### config.mk
export PLATFORM = sky130hd
export DESIGN_NAME = mdu_sequencer
export DESIGN_NICKNAME = d
export VERILOG_FILES = /design/src/rtl/mdu_sequencer.sv
export SDC_FILE = /design/constraint.sdc
export NUM_CORES = 1
export LEC_CHECK = 0
export BUFFER_PORTS_ARGS = -buffer_cell sky130_fd_sc_hd__buf_2
export CORE_MARGIN = 2
export CORE_UTILIZATION = 30
export DETAILED_ROUTE_END_ITERATION = 16
export GPL_ROUTABILITY_DRIVEN = 1
export GPL_TIMING_DRIVEN = 0
export PLACE_DENSITY = 0.49
export SETUP_SLACK_MARGIN = 0.05
export SLEW_MARGIN = 20
export SYNTH_ARGS = -nofsm -noshare
export SYNTH_HDL_FRONTEND = slang
export SYNTH_SLANG_ARGS = --single-unit
### constraint.sdc
create_clock -name clk -period 4.2 [get_ports clk]
set_input_delay 0.21 -clock clk [delete_from_list [all_inputs] [get_ports clk]]
set_output_delay 0.21 -clock clk [all_outputs]
set_load 0.01 [all_outputs]
### src/rtl/mdu_sequencer.sv
`default_nettype none
// ============================================================================
// Module   : mdu_sequencer
// Purpose  : Iterative signed multiply/divide unit with its own sequencing FSM.
//            Optional macro MDU_EARLY_OUT_EN enables MUL early termination.
// Revision : 1.0 - initial release
// ============================================================================
module mdu_sequencer #(
    parameter int WIDTH = 16
) (
    input  logic             clk,
    input  logic             rst_n,
    input  logic             start,
    input  logic             op,
    input  logic [WIDTH-1:0] a,
    input  logic [WIDTH-1:0] b,
    input  logic             flush,
    output logic             busy,
    output logic             stall,
    output logic             done,
    output logic [WIDTH-1:0] result_lo,
    output logic [WIDTH-1:0] result_hi,
    output logic             div0,
    output logic             overflow
);

    localparam int               CNT_W = $clog2(WIDTH) + 1;
    localparam logic [WIDTH-1:0] C_MIN = {1'b1, {(WIDTH-1){1'b0}}};

    typedef enum logic [2:0] {
        S_IDLE = 3'd0,
        S_PREP = 3'd1,
        S_RUN  = 3'd2,
        S_FIX  = 3'd3,
        S_DONE = 3'd4
    } state_t;

    state_t             state_q;
    logic               op_q;
    logic [WIDTH-1:0]   a_q, b_q, mag_b_q;
    logic [2*WIDTH-1:0] acc_q, mcand_q;
    logic [CNT_W-1:0]   cnt_q;
    logic               done_q, div0_q, ovf_q;
    logic [WIDTH-1:0]   res_lo_q, res_hi_q;

    logic               sign_a, sign_b;
    logic [WIDTH-1:0]   mag_a_d, mag_b_d, rem_sh_d;
    logic [WIDTH:0]     trial_d;
    logic [2*WIDTH-1:0] acc_d, prod_d;
    logic [WIDTH-1:0]   fix_lo_d, fix_hi_d;
    logic               fix_ovf_d, last_d;

    assign sign_a  = a_q[WIDTH-1];
    assign sign_b  = b_q[WIDTH-1];
    // -MIN wraps to the same bit pattern, which read unsigned is 2^(WIDTH-1).
    assign mag_a_d = sign_a ? -a_q : a_q;
    assign mag_b_d = sign_b ? -b_q : b_q;

    // acc_q holds the product for MUL, or {remainder, quotient-shifter} for DIV.
    assign rem_sh_d = acc_q[2*WIDTH-2:WIDTH-1];
    assign trial_d  = {1'b0, rem_sh_d} - {1'b0, mag_b_q};

    always_comb begin
        acc_d = acc_q;
        if (!op_q) begin
            acc_d = acc_q + (mag_b_q[0] ? mcand_q : '0);
        end else if (!trial_d[WIDTH]) begin
            acc_d = {trial_d[WIDTH-1:0], acc_q[WIDTH-2:0], 1'b1};
        end else begin
            acc_d = {rem_sh_d, acc_q[WIDTH-2:0], 1'b0};
        end
    end

    always_comb begin
        last_d = (cnt_q == CNT_W'(WIDTH - 1));
`ifdef MDU_EARLY_OUT_EN
        if (!op_q && (mag_b_q >> 1) == '0) begin
            last_d = 1'b1;
        end
`endif
    end

    always_comb begin
        prod_d    = (sign_a ^ sign_b) ? -acc_q : acc_q;
        fix_lo_d  = prod_d[WIDTH-1:0];
        fix_hi_d  = prod_d[2*WIDTH-1:WIDTH];
        fix_ovf_d = (prod_d[2*WIDTH-1:WIDTH] != {WIDTH{prod_d[WIDTH-1]}});
        if (op_q) begin
            fix_lo_d  = (sign_a ^ sign_b) ? -acc_q[WIDTH-1:0] : acc_q[WIDTH-1:0];
            fix_hi_d  = sign_a ? -acc_q[2*WIDTH-1:WIDTH] : acc_q[2*WIDTH-1:WIDTH];
            fix_ovf_d = (a_q == C_MIN) && (b_q == '1);
        end
    end

    always_ff @(posedge clk or negedge rst_n) begin
        if (!rst_n) begin
            state_q  <= S_IDLE;
            op_q     <= 1'b0;
            a_q      <= '0;
            b_q      <= '0;
            mag_b_q  <= '0;
            acc_q    <= '0;
            mcand_q  <= '0;
            cnt_q    <= '0;
            done_q   <= 1'b0;
            div0_q   <= 1'b0;
            ovf_q    <= 1'b0;
            res_lo_q <= '0;
            res_hi_q <= '0;
        end else begin
            done_q <= 1'b0;
            div0_q <= 1'b0;
            ovf_q  <= 1'b0;
            if (flush) begin
                state_q <= S_IDLE;
            end else begin
                case (state_q)
                    S_IDLE: begin
                        if (start) begin
                            op_q <= op;
                            a_q  <= a;
                            b_q  <= b;
                            if (op && b == '0) begin
                                state_q  <= S_DONE;
                                done_q   <= 1'b1;
                                div0_q   <= 1'b1;
                                res_lo_q <= '1;
                                res_hi_q <= a;
                            end else begin
                                state_q <= S_PREP;
                            end
                        end
                    end
                    S_PREP: begin
                        acc_q   <= op_q ? {{WIDTH{1'b0}}, mag_a_d} : '0;
                        mcand_q <= {{WIDTH{1'b0}}, mag_a_d};
                        mag_b_q <= mag_b_d;
                        cnt_q   <= '0;
                        state_q <= S_RUN;
                    end
                    S_RUN: begin
                        acc_q <= acc_d;
                        cnt_q <= cnt_q + CNT_W'(1);
                        if (!op_q) begin
                            mcand_q <= mcand_q << 1;
                            mag_b_q <= mag_b_q >> 1;
                        end
                        if (last_d) begin
                            state_q <= S_FIX;
                        end
                    end
                    S_FIX: begin
                        res_lo_q <= fix_lo_d;
                        res_hi_q <= fix_hi_d;
                        ovf_q    <= fix_ovf_d;
                        done_q   <= 1'b1;
                        state_q  <= S_DONE;
                    end
                    S_DONE:  state_q <= S_IDLE;
                    default: state_q <= S_IDLE;
                endcase
            end
        end
    end

    assign busy      = (state_q != S_IDLE);
    assign stall     = (start && state_q == S_IDLE) || (busy && state_q != S_DONE);
    assign done      = done_q;
    assign div0      = div0_q;
    assign overflow  = ovf_q;
    assign result_lo = res_lo_q;
    assign result_hi = res_hi_q;

endmodule
`default_nettype wire

==> flow_metrics.tcl <==
set metrics [dict create \
    run_status "complete, no violations" \
    slew-limit-headroom_pct 26.6 \
    clkTransAtPathRegs_ns 0.08 \
    synth_fp_nets 1460 \
    synth-edff-count 0 \
    netlist_area_sq_um 11400 \
    final_nets 1571 \
    via_per_inst 5.22 \
    grt_usage_pct 19.6 \
    clock-root-buffer "clkbuf_16" \
    slowest_delay_ns 0.50 \
    io_pins 74 \
    crit_path_max_fanout 10 \
    yosysSeqAreaShare_pct 34.3 \
    postLayoutCoreUtil_pct 35.3 \
    r2r-start "mag_b_q[0]" \
    synth_warnings 0 \
    cts.sinks 156 \
    min_from "a[2]" \
    cp_cell_sequence "clkbuf_2 -> and2_1 -> ha_1 -> fa_1 -> a211oi_2 -> o21bai_1 -> a221oi_4 -> o31ai_1 -> a311o_1 -> a311oi_2 -> xnor2_1 -> a22oi_1 -> o21ai_1" \
    hold-worst-slack_ns 0.0270 \
    dp_hpwl_mm 29.6 \
    cp.required_ns 4.54 \
    route.vias.total 10400 \
    max-vdd-ir-drop_uv 401 \
    max-clock-path-buffers 2 \
    first_global_vias 10300 \
    io_buffers 72 \
    critPathTopFamily "compound AO/OA/AOI/OAI gates" \
    first_pass_iters 5 \
    timing.rr.end "acc_q[28]" \
    antenna_left 0 \
    coreArea_sq_um 37500 \
    die_h_microns 199 \
    p_leak_nw 5.60 \
    crit_arrival_ns 4.26 \
    rsz0062_at_grt "no" \
    critical_path_buf_inv_count 1 \
    holdPathStages 2 \
    slew_violations 0 \
    r2r_cells 13 \
    antennaDiodeCount 0 \
    cp-start-kind "flip-flop" \
    async_reset_ff_share_pct 100 \
    numCtsBuffers 17 \
    grt_max_degree 83 \
    hold_end "a_q[2]" \
    wire_per_inst_microns 18.7 \
    finalWeightedCongestion 0.905 \
    worst_skew_pair.late_latency_ns 0.46 \
    post-place-ws_ns 0.0271 \
    die_w_microns 199 \
    p_per_area_nw_per_um2 732 \
    cts_tree "built" \
    drive_gt1_share_pct 11.9 \
    synth-seq-cells 156 \
    crit_type "flip-flop to flip-flop" \
    hold_class "input pin to flip-flop" \
    initial_core_util_pct 30.4 \
    fin_crit_sh_pct 93.5 \
    fin_skew_ns 0.0130 \
    worst_slack_ns 0.273 \
    rrSetupSlack_ns 0.27 \
    antenna_found_initial 0 \
    synth_cell_types 77 \
    routed_wl_mm 37.4 \
    endpoint_kind "flip-flop" \
    avgSynthCellArea_sq_um 8.33 \
    htree_num_levels 4 \
    min_period_ns 3.93 \
    synthCells 1367 \
    hold_violations 0 \
    die-area_sq_um 39500 \
    grt-ovfl-total 0 \
    drc 0 \
    setup_viol 0 \
    worst_pin_slew_ns 1.09 \
    fmax_mhz 255 \
    rows 71 \
    tns_ns 0 \
    drt_iter0_markers 721 \
    areaGrowthSynthToFinish_pct 16.2 \
    synth-main-ff-cell "dfrtp_1" \
    critPathSlowestCell "dfrtp_2" \
    maxCapViolations 0 \
    grt_pass1_wl_mm 59.2 \
]
[worst max path at each step]
stage / start / depth (start not counted) / end
after global routing: mag_b_q[0] / 13 / acc_q[28]
after global placement: mag_b_q[0] / 13 / acc_q[26]
after CTS: mag_b_q[0] / 13 / acc_q[28]
after floorplan: mag_b_q[0] / 13 / acc_q[28]
after detailed placement: mag_b_q[0] / 13 / acc_q[26]
final: mag_b_q[0] / 13 / acc_q[28]
[cells by family after synthesis]
family / synth area share, %
XOR/XNOR: 8.08
AO/OA/AOI/OAI: 22.5
buffers and inverters: 4.58
multiplexers: 4.59
AND/OR/NAND/NOR: 19.7
adder cells (fa/ha/maj): 6.29
flip-flops: 34.3
[timing repair]
action	in CTS	in global routing
hold buffers	17	0
buffers inserted	0	2
hold endpoints to repair	92	0
pin swaps	0	1
resized for setup	1	3
endpoints found under the setup margin	1	4
[cell usage in the layout, fill, tap and decap left out, drive strengths merged, types with 8 or more instances in the layout]
cell type and count:
dlygate4sd3 17, nand4 10, buf 89, inv 51, ha 54, mux2i 14, nor4 12, xor2 51
and2 35, o21a 11, a21oi 89, a21o 18, or3 14, o21ai 143, clkinv 8, a31oi 33
o31ai 20, nand3 29, nand2 169, dfrtp 156, nor2b 9, o41ai 8, mux2 34, nor2 123
or4 8, o211ai 19, clkbuf 88, xnor2 54, o21bai 9, a211oi 15, nor3 27
[metrics by stage]
step                      std cells  total power [mW]  cell area [sq um]
after floorplan                1367              6.43              11400
after global placement         1950              7.98              12400
after detailed placement       1951              8.03              12400
after CTS                      2000              9.70              13200
after global routing           2002              10.5              13200
final                          2002              9.69              13200
[report_power, final]
group	switching [mW]	internal (mW)
clock network	0.805	0.815
logic	3.27	2.19
registers	0.641	1.96
total	4.72	4.97
[routing by layer]
metal | part of all wire [%] | track usage (%) | wire, microns
met5 | 0 | 0 | 0
met4 | 1.7 | 5.11 | 632
met3 | 5.0 | 3.26 | 1870
met2 | 45 | 31.2 | 16700
met1 | 49 | 27.4 | 18200
[flip-flops by register name, indices dropped and copies added (netlist names)]
signal     flops
mcand_q       32
result_lo     16
done           1
b_q           16
result_hi     16
overflow       1
mag_b_q       16
state_q        3
acc_q         32
div0           1
a_q           16
cnt_q          5
op_q           1
[worst reg2reg max path: cells and delay by family, from the launching register on]
kind	cells	cell delay, ns
compound gates	8	2.13
xor+xnor	1	0.13
fa+ha+maj	2	0.66
buf+inv	1	0.23
flops	1	0.50
simple gates	1	0.18
[Yosys cell counts (10+ instances only)]
| master | number | area share, % |
|---|---|---|
| nand2_1 | 167 | 5.5 |
| dfrtp_1 | 156 | 34 |
| o21ai_0 | 133 | 5.8 |
| nor2_1 | 122 | 4.0 |
| a21oi_1 | 89 | 3.9 |
| clkbuf_1 | 71 | 2.3 |
| ha_1 | 54 | 5.9 |
| xnor2_1 | 54 | 4.2 |
| xor2_1 | 51 | 3.9 |
| inv_1 | 42 | 1.4 |
| and2_1 | 35 | 1.9 |
| mux2_2 | 34 | 3.4 |
| a31oi_1 | 33 | 1.8 |
| nand3_1 | 29 | 1.3 |
| nor3_1 | 27 | 1.2 |
| o211ai_1 | 19 | 1.3 |
| o31ai_1 | 19 | 1.3 |
| a21o_1 | 18 | 1.2 |
| mux2i_1 | 14 | 1.2 |
| a211oi_1 | 13 | 0.86 |
| or3_1 | 12 | 0.66 |
| o21a_1 | 11 | 0.73 |
| nand4_1 | 10 | 0.55 |
| o21ai_1 | 10 | 0.44 |
[final cells by class]
cell class                      count  area [sq um]
Timing Repair Buffer               92           583
Buffer                             85           354
Tap cell                          511           639
Clock buffer                       17           425
Inverter                           45           169
Fill cell                        3995         24300
Multi-Input combinational cell   1081          6970
Clock inverter                     15           190
Sequential cell                   156          3910
No activity file was read; power rests on OpenSTA's default activity.
